$ cat src/rtl/blake2_io_tx.sv
// Host-side byte-serial transmitter for the BLAKE2s command interface.
// Sends the 10-byte CONF sequence, then padded 64-byte blocks tagged START/DATA/LAST.
// Ports: clk, nreset (async low); job: start_i, kk_i, nn_i, ll_i;
//   upstream: s_valid_i, s_data_i, s_ready_o; hasher: dev_ready_i, valid_o, cmd_o, data_o;
//   status: busy_o, done_o, err_o.
// Optional: define BLAKE2_IO_TX_CHECK_EN to reject jobs with nn=0, nn>32 or kk>32.
module blake2_io_tx (
    input  logic        clk,
    input  logic        nreset,
    input  logic        start_i,
    input  logic [5:0]  kk_i,
    input  logic [5:0]  nn_i,
    input  logic [63:0] ll_i,
    input  logic        s_valid_i,
    input  logic [7:0]  s_data_i,
    output logic        s_ready_o,
    input  logic        dev_ready_i,
    output logic        valid_o,
    output logic [1:0]  cmd_o,
    output logic [7:0]  data_o,
    output logic        busy_o,
    output logic        done_o,
    output logic        err_o
);

    localparam logic [1:0] CMD_CONF  = 2'd0;
    localparam logic [1:0] CMD_START = 2'd1;
    localparam logic [1:0] CMD_DATA  = 2'd2;
    localparam logic [1:0] CMD_LAST  = 2'd3;

    typedef enum logic [1:0] {
        S_IDLE,
        S_CONF,
        S_WAIT,
        S_BLOCK
    } state_t;

    state_t      state;
    state_t      next;
    logic [5:0]  nn_q;
    logic [3:0]  conf_idx;
    logic [5:0]  byte_idx;
    logic [5:0]  key_rem;
    logic [63:0] msg_rem;
    logic [6:0]  blk_cnt;
    logic        key_blk;
    logic        first_blk;
    logic        last_blk;
    logic        done_pend;

    logic        is_stream;
    logic        advance;
    logic        blk_end;
    logic        start_bad;
    logic        start_ok;
    logic [1:0]  blk_cmd;
    logic [2:0]  lsel;
    logic [7:0]  conf_byte;
    logic        valid_d;
    logic [1:0]  cmd_d;
    logic [7:0]  data_d;
    logic        err_d;

`ifdef BLAKE2_IO_TX_CHECK_EN
    assign start_bad = (nn_i == 6'd0) || (nn_i > 6'd32) || (kk_i > 6'd32);
`else
    assign start_bad = 1'b0;
`endif

    assign start_ok = (state == S_IDLE) && start_i && !start_bad;

    // Key bytes are counted down directly; message bytes use the per-block
    // stream length latched when the block starts.
    assign is_stream = key_blk ? (key_rem != 6'd0)
                               : ({1'b0, byte_idx} < blk_cnt);
    assign s_ready_o = (state == S_BLOCK) && is_stream;
    assign advance   = (state == S_BLOCK) && (!is_stream || s_valid_i);
    assign blk_end   = advance && (byte_idx == 6'd63);
    assign busy_o    = (state != S_IDLE);

    // The length bytes are read from the message counter, which does not
    // move until the first block starts.
    assign lsel = 3'(conf_idx - 4'd2);

    always_comb begin
        conf_byte = msg_rem[{lsel, 3'b000} +: 8];
        if (conf_idx == 4'd1) begin
            conf_byte = {2'b00, nn_q};
        end
    end

    always_comb begin
        blk_cmd = CMD_DATA;
        if (byte_idx == 6'd0) begin
            if (first_blk) begin
                blk_cmd = CMD_START;
            end else if (last_blk) begin
                blk_cmd = CMD_LAST;
            end
        end else if (byte_idx == 6'd1 && first_blk && last_blk) begin
            blk_cmd = CMD_LAST;
        end
    end

    always_ff @(posedge clk or negedge nreset) begin
        if (!nreset) begin
            state <= S_IDLE;
        end else begin
            state <= next;
        end
    end

    always_comb begin
        next    = state;
        valid_d = 1'b0;
        cmd_d   = CMD_CONF;
        data_d  = 8'h00;
        err_d   = (state == S_IDLE) && start_i && start_bad;
        unique case (state)
            S_IDLE: begin
                if (start_ok) begin
                    next    = S_CONF;
                    valid_d = 1'b1;
                    data_d  = {2'b00, kk_i};
                end
            end
            S_CONF: begin
                valid_d = 1'b1;
                data_d  = conf_byte;
                if (conf_idx == 4'd9) begin
                    next = S_WAIT;
                end
            end
            S_WAIT: begin
                if (dev_ready_i) begin
                    next = S_BLOCK;
                end
            end
            S_BLOCK: begin
                if (advance) begin
                    valid_d = 1'b1;
                    cmd_d   = blk_cmd;
                    data_d  = is_stream ? s_data_i : 8'h00;
                end
                if (blk_end) begin
                    next = last_blk ? S_IDLE : S_WAIT;
                end
            end
            default: next = S_IDLE;
        endcase
    end

    always_ff @(posedge clk or negedge nreset) begin
        if (!nreset) begin
            nn_q      <= '0;
            conf_idx  <= '0;
            byte_idx  <= '0;
            key_rem   <= '0;
            msg_rem   <= '0;
            blk_cnt   <= '0;
            key_blk   <= 1'b0;
            first_blk <= 1'b0;
            last_blk  <= 1'b0;
        end else begin
            if (start_ok) begin
                nn_q      <= nn_i;
                key_rem   <= kk_i;
                msg_rem   <= ll_i;
                conf_idx  <= 4'd1;
                first_blk <= 1'b1;
            end
            if (state == S_CONF) begin
                conf_idx <= conf_idx + 4'd1;
            end
            if (state == S_WAIT && dev_ready_i) begin
                byte_idx <= '0;
                key_blk  <= (key_rem != 6'd0);
                if (key_rem != 6'd0) begin
                    last_blk <= (msg_rem == 64'd0);
                end else begin
                    last_blk <= (msg_rem <= 64'd64);
                end
                blk_cnt <= (msg_rem >= 64'd64) ? 7'd64 : msg_rem[6:0];
            end
            if (advance) begin
                byte_idx <= byte_idx + 6'd1;
                if (is_stream && key_blk) begin
                    key_rem <= key_rem - 6'd1;
                end
                if (is_stream && !key_blk) begin
                    msg_rem <= msg_rem - 64'd1;
                end
            end
            if (blk_end) begin
                first_blk <= 1'b0;
            end
        end
    end

    // done_o follows the cycle in which the final byte is on data_o.
    always_ff @(posedge clk or negedge nreset) begin
        if (!nreset) begin
            valid_o   <= 1'b0;
            cmd_o     <= '0;
            data_o    <= '0;
            err_o     <= 1'b0;
            done_pend <= 1'b0;
            done_o    <= 1'b0;
        end else begin
            valid_o   <= valid_d;
            cmd_o     <= cmd_d;
            data_o    <= data_d;
            err_o     <= err_d;
            done_pend <= blk_end && last_blk;
            done_o    <= done_pend;
        end
    end

endmodule
$ cat config.mk
export PLATFORM = sky130hd
export DESIGN_NAME = blake2_io_tx
export DESIGN_NICKNAME = d
export VERILOG_FILES = /design/src/rtl/blake2_io_tx.sv
export SDC_FILE = /design/constraint.sdc
export NUM_CORES = 1
export LEC_CHECK = 0
export CORE_MARGIN = 4
export CORE_UTILIZATION = 55
export CTS_CLUSTER_DIAMETER = 40
export DETAILED_ROUTE_END_ITERATION = 12
export GPL_ROUTABILITY_DRIVEN = 0
export PLACE_DENSITY = 0.78
export SLEW_MARGIN = 30
export SYNTH_ARGS = -nofsm -noshare
export SYNTH_HDL_FRONTEND = slang
export SYNTH_SLANG_ARGS = --single-unit
$ cat constraint.sdc
create_clock -name clk -period 2.7 [get_ports clk]
set_input_delay 0.81 -clock clk [delete_from_list [all_inputs] [get_ports clk]]
set_output_delay 0.81 -clock clk [all_outputs]
set_load 0.01 [all_outputs]
==> impl_metrics.json, run 1 <==
{
  "status": "complete, but fails checks",
  "violations": "setup timing",
  "cts_max_path_buffers": 2,
  "initial_core_util_pct": 56.5,
  "ir_drop_mv": 0.276,
  "htreeDepth": 3,
  "synth.top_cells.by_count": "dfrtp_1 (111), nor2_1 (99), nand2_1 (71)",
  "grt_pass1_vias": 6818,
  "grt_pass1_wl_mm": 35.4,
  "hold_path_depth": 0,
  "die_h_um": 119,
  "firstDrtPassIters": 6,
  "seqCellArea_um2": 2780,
  "vias": 7137,
  "min_path_type": "flip-flop to flip-flop",
  "die_area_um2": 14200,
  "multi_input_area_um2": 3850,
  "dp.final_hpwl_mm": 16.2,
  "setup_viol": 1,
  "rrSetupSlack_ns": 0.03,
  "post-place-ws_ns": -0.262,
  "synthMostInstantiatedCell": "dfrtp_1",
  "cap_violations": 0,
  "fp-row-count": 40,
  "ys_seq_area_share_pct": 40.7,
  "endpoint_kind": "output port",
  "grt_util_all_layers_pct": 31.2,
  "viasPerCell": 6.61,
  "drt_iter0_drc": 951,
  "antenna_left": 0,
  "synth_cell_types": 69,
  "crit_required_ns": 1.89,
  "cp_max_fo": 2,
  "async_reset_ff_share_pct": 100,
  "cts-root-buf": "clkbuf_16",
  "min_period_ns": 2.81,
  "min_to": "done_o",
  "skew_ns": 0.00639,
  "synth_top_flop_cell": "dfrtp_1",
  "hold_viol_final": 0,
  "yosysTopAreaCellShare_pct": 40.7,
  "routedWlPerCell_um": 20.6,
  "grt_start_max_net_pins": 112,
  "overflow": 0,
  "drive_gt1_share_pct": 18.0,
  "netlist_top_cells_area": "dfrtp_1 (41%), nor2_1 (5.4%), mux4_2 (5.0%)",
  "cts_tree": "yes",
  "leakage_nw": 3.55,
  "rr_worst_depth": 11,
  "tightest_slew_ns": 0.627,
  "core_area_um2": 12100,
  "nFillCells": 871,
  "antenna_found_initial": 0,
  "antenna_cells": 0,
  "syn_inst": 753,
  "fmax_mhz": 356,
  "critical_path_class": "flip-flop to output port",
  "yosysWarnings": 0,
  "cp.arrival_ns": 2.00,
  "cts-hold-fix-buffers": 0,
  "io_pins": 104,
  "min_period_over_period_pct": 104,
  "worst_r2r_endpoint": "byte_idx[2]",
  "io_buffer_count": 102,
  "fin_tns_setup_ns": -0.108,
  "r2r-start": "key_rem[0]",
  "start_kind": "flip-flop",
  "synth_top_cell_by_area": "dfrtp_1",
  "holdWs_ns": 0.352,
  "fin_ws_ns": -0.108,
  "cts.sinks": 111,
  "clk_latency_ns": 0.36,
  "clk_transition_reported_paths_ns": 0.07,
  "avgSynthCellArea_um2": 9.06,
  "timing.slew.headroom_pct": 58.0,
  "synth_seq_cells": 111,
  "synthesis.area_um2": 6820,
  "rsz0062_at_grt": "true",
  "p_total_mw": 4.42,
  "final_net_count": 1009,
  "hp-start": "done_pend",
  "syn2layout_area_growth_pct": 31.3,
  "drc": 0,
  "syn_nets": 855,
  "finalMaxSlewViolations": 0,
  "numCtsBuffers": 9,
  "fp.dieW_um": 119,
  "p_per_area_nw_per_um2": 494,
  "synth-edff-count": 0,
  "wl_mm": 22.2
}
## layout make-up
type                            count  area share [%]
Clock buffer                       12            2.64
Clock inverter                      3           0.503
Inverter                           33            1.38
Multi-Input combinational cell    567            43.0
Sequential cell                   111            31.0
Tap cell                          168            2.35
Timing Repair Buffer              185            19.1
## state kept, by name, indices dropped and copies added (netlist names)
signal / cells
blk_cnt: 7
byte_idx: 6
cmd_o: 2
conf_idx: 4
data_o: 8
done_o: 1
done_pend: 1
first_blk: 1
key_blk: 1
key_rem: 6
last_blk: 1
msg_rem: 64
nn_q: 6
state: 2
valid_o: 1
## worst max-delay path by stage
stage | from | slack [ns] | cells past startpoint | end
after floorplan | byte_idx[4] | 0.22 | 9 | msg_rem[36]
after global placement | key_rem[0] | -0.24 | 7 | s_ready_o
after detailed placement | key_rem[0] | -0.26 | 7 | s_ready_o
after CTS | key_rem[1] | -0.13 | 7 | s_ready_o
after global routing | key_rem[0] | -0.15 | 7 | s_ready_o
final | key_rem[0] | -0.11 | 7 | s_ready_o
## logic make-up (layout without fill, tap and decap cells)
kind of cell	count (synthesis)	count (layout)	share of synthesized area, %
DFF	111	111	40.7
xor gates and xnor gates	5	5	0.642
adders and majority gates	14	14	2.53
other	1	1	0.0550
muxes	23	23	6.48
and+or+nand+nor	318	318	23.1
buffers and inverters	75	233	4.29
AOI/OAI and AO/OA	206	206	22.2
## cell usage in the layout, fill, tap and decap left out, types with 4 or more instances in the layout
master / netlist / layout
a22o_1: 17 / 17
a31oi_1: 6 / 6
buf_4: 2 / 78
xnor2_1: 4 / 4
a211oi_1: 18 / 17
nand4_1: 8 / 8
nand2_1: 71 / 68
a221o_1: 8 / 8
clkdlybuf4s50_1: 0 / 100
or4_1: 10 / 8
buf_12: 0 / 6
o21a_1: 16 / 16
or4_4: 2 / 4
dfrtp_1: 111 / 111
or3_1: 16 / 13
o221a_2: 9 / 9
inv_1: 33 / 31
nor3_1: 38 / 37
o32ai_1: 4 / 4
nor2_1: 99 / 97
a21oi_1: 46 / 45
nand3_1: 28 / 28
and3_1: 6 / 6
o21ai_0: 17 / 17
ha_1: 13 / 12
nor4_1: 10 / 8
a311oi_1: 24 / 24
a211o_1: 7 / 7
mux4_2: 15 / 15
clkbuf_16: 0 / 9
mux2_2: 6 / 6
o22ai_1: 9 / 9
or2_2: 4 / 4
## per-layer routing
layer / share of wire (%) / up-vias / global-route usage, %
li1: - / 3161 / -
met1: 39 / 3466 / 41.9
met2: 47 / 442 / 50.2
met3: 9.8 / 68 / 5.22
met4: 3.9 / 0 / 13.7
met5: 0 / - / 0
## timing repair
action                     in CTS  in global routing
hold endpoints to repair        0                  0
cloned                          0                  0
setup endpoints to repair       1                 21
gates resized for setup        13                 12
buffers inserted                3                  4
pin swaps                       3                  5
## report_power, final
group | switching (mW) | internal (mW) | total, mW
combinational | 0.538 | 0.587 | 1.13
clock | 0.616 | 0.717 | 1.33
sequential | 0.156 | 1.80 | 1.96
## worst max-delay path, stage by stage, from the launching register on
cell and delay (ns):
dfrtp_1 0.39, inv_2 0.08, ha_4 0.13, or3b_4 0.38, or3_4 0.37, nand2_2 0.09
a21oi_2 0.06, buf_2 0.14
## per-stage QoR
stage                     utilization, %  instance area, µm²  cells
after global routing                74.2                8950   1079
after CTS                           73.5                8870   1075
after global placement              70.8                8530   1057
after detailed placement            70.8                8540   1057
final                               74.2                8950   1079
after floorplan                        -                6820    753
Note: power is estimated with default switching activity, not from simulation.
==> inputs of run 2 (changes only) <==
==> constraint.sdc (replaced) <==
create_clock -name clk -period 2.7 [get_ports clk]
set_input_delay 0.81 -clock clk [delete_from_list [all_inputs] [get_ports clk]]
set_output_delay 0.81 -clock clk [all_outputs]
set_load 0.005 [all_outputs]
==> run 2 against run 1 <==
Effect of this change:
- the run still ends with setup timing left
- first-iteration DRC count is 7.3% lower
- via count grew 1.2%
- sequential cell count did not move
- combinational power is essentially flat
- wire length rose by 3.1%
- design area grew 0.82%
- clock power is 14% higher
- hold slack improved by 0.0057 ns
- largest cell class unchanged
==> impl_metrics.json, run 2 (synthesized netlist as in run 1, its figures left out) <==
{
  "ir_drop_mv": 0.387,
  "routedWlPerCell_um": 21.2,
  "firstDrtPassIters": 6,
  "drt_iter0_drc": 882,
  "violations": "setup timing",
  "viasPerCell": 6.68,
  "post-place-ws_ns": -0.231,
  "grt_start_max_net_pins": 112,
  "min_to": "done_o",
  "top_regs": "msg_rem (64), data_o (8), blk_cnt (7)",
  "io_buffer_count": 102,
  "drive_gt1_share_pct": 18.7,
  "min_path_type": "flip-flop to flip-flop",
  "die_area_um2": 14200,
  "endpoint_kind": "output port",
  "cts_max_path_buffers": 2,
  "antenna_cells": 0,
  "fp-row-count": 40,
  "vias": 7225,
  "final_net_count": 1010,
  "critical_path_class": "flip-flop to output port",
  "cts-root-buf": "clkbuf_16",
  "p_seq_share_pct": 42.4,
  "dp.final_hpwl_mm": 16.4,
  "p_sw_share_pct": 29.2,
  "drc": 0,
  "largest_reg_flops": 64,
  "worst_r2r_endpoint": "msg_rem[60]",
  "min_period_over_period_pct": 103,
  "rr_worst_depth": 7,
  "fp.dieW_um": 119,
  "clk_latency_ns": 0.36,
  "clkPwrFrac_pct": 32.7,
  "hold_path_depth": 0,
  "mostFrequentLayoutCell": "dfrtp_1",
  "grt_util_all_layers_pct": 32.3,
  "initial_core_util_pct": 56.5,
  "numCtsBuffers": 9,
  "top_register": "msg_rem",
  "hold_viol_final": 0,
  "skew_ns": 0.00597,
  "cts_tree": "yes",
  "status": "complete, but fails checks",
  "cts.sinks": 111,
  "cp_max_fo": 2,
  "overflow": 0,
  "hp-start": "done_pend",
  "min_period_ns": 2.78,
  "multi_input_area_um2": 3860,
  "fin_ws_ns": -0.0758,
  "finish.utilization_pct": 74.8,
  "syn2layout_area_growth_pct": 32.4,
  "crit_required_ns": 1.89,
  "timing.slew.headroom_pct": 54.6,
  "cp.arrival_ns": 1.97,
  "start_kind": "flip-flop",
  "p_per_area_nw_per_um2": 513,
  "grt_pass1_vias": 6949,
  "htreeDepth": 3,
  "finalMaxSlewViolations": 0,
  "core_area_um2": 12100,
  "rsz0062_at_grt": "true",
  "antenna_found_initial": 0,
  "layout_common_cells": "dfrtp_1 (111), clkdlybuf4s50_1 (100), nor2_1 (98)",
  "rrSetupSlack_ns": 0.07,
  "p_sw_mw": 1.35,
  "setup_viol": 1,
  "antenna_left": 0,
  "fmax_mhz": 360,
  "cap_violations": 0,
  "leakage_nw": 3.59,
  "wl_mm": 22.9,
  "io_pins": 104,
  "die_h_um": 119,
  "grt_pass1_wl_mm": 36.4,
  "power_frac_comb_pct": 24.9,
  "clk_transition_reported_paths_ns": 0.08,
  "nFillCells": 892,
  "tightest_slew_ns": 0.679,
  "r2r-start": "msg_rem[28]",
  "seqCellArea_um2": 2780,
  "intPower_mw": 3.28
}
## run 2: repair_timing
action / CTS / global route
resized for setup: 13 / 13
buffers inserted: 4 / 5
hold buffers: 0 / 0
endpoints found under the setup margin: 1 / 20
pin swaps: 4 / 2
## run 2: worst max-delay path, stage by stage, from the launching register on
cell     delay (ns)
dfrtp_1        0.38
inv_2          0.08
ha_4           0.13
or3b_4         0.38
or3_4          0.37
nand2_2        0.08
a21oi_2        0.06
buf_2          0.12
## run 2: cell type report
| type | count | share of cell area, % |
|---|---|---|
| multi-input cells | 567 | 42.8 |
| repair buffers | 186 | 19.0 |
| inverters | 33 | 1.37 |
| flip-flops and latches | 111 | 30.8 |
| well taps | 168 | 2.33 |
| clock buffers | 11 | 2.80 |
| clock inverters | 5 | 0.887 |
## run 2: routing by layer
layer | part of all wire (%) | vias up | wire length [µm] | GRT usage (%)
met3 | 10 | 113 | 2360 | 6.46
met1 | 38 | 3424 | 8770 | 41.9
met2 | 47 | 518 | 10700 | 52.1
met5 | 0 | - | 0 | 0
li1 | - | 3170 | - | -
met4 | 4.6 | 0 | 1060 | 14.9
## run 2: per-stage QoR
step / area, µm² / power [mW] / std cells / hold slack [ns] / TNS (ns)
after floorplan: 6820 / 2.46 / 753 / 0.331 / 0
after global placement: 8530 / 2.95 / 1056 / 0.335 / -0.206
after detailed placement: 8530 / 3.01 / 1056 / 0.338 / -0.231
after CTS: 8920 / 4.56 / 1076 / 0.360 / -0.109
after global routing: 9030 / 4.80 / 1081 / 0.364 / -0.126
final: 9030 / 4.63 / 1081 / 0.358 / -0.0758
## run 2: power by group through the flow
stage | clock, mW | combinational (mW) | sequential [mW]
2_1_floorplan | 0 | 0.501 | 1.96
3_5_place_dp | 0 | 1.03 | 1.97
5_1_grt | 1.59 | 1.24 | 1.98
3_3_place_gp | 0 | 0.990 | 1.96
6_report | 1.51 | 1.15 | 1.96
4_1_cts | 1.52 | 1.10 | 1.94
## run 2: worst max-delay path by stage
stage	from	endpoint	slack [ns]
final	key_rem[1]	s_ready_o	-0.08
after global routing	blk_cnt[4]	s_ready_o	-0.12
after CTS	key_rem[1]	s_ready_o	-0.11
after detailed placement	key_rem[0]	s_ready_o	-0.23
after global placement	key_rem[0]	s_ready_o	-0.21
after floorplan	byte_idx[4]	msg_rem[36]	0.22
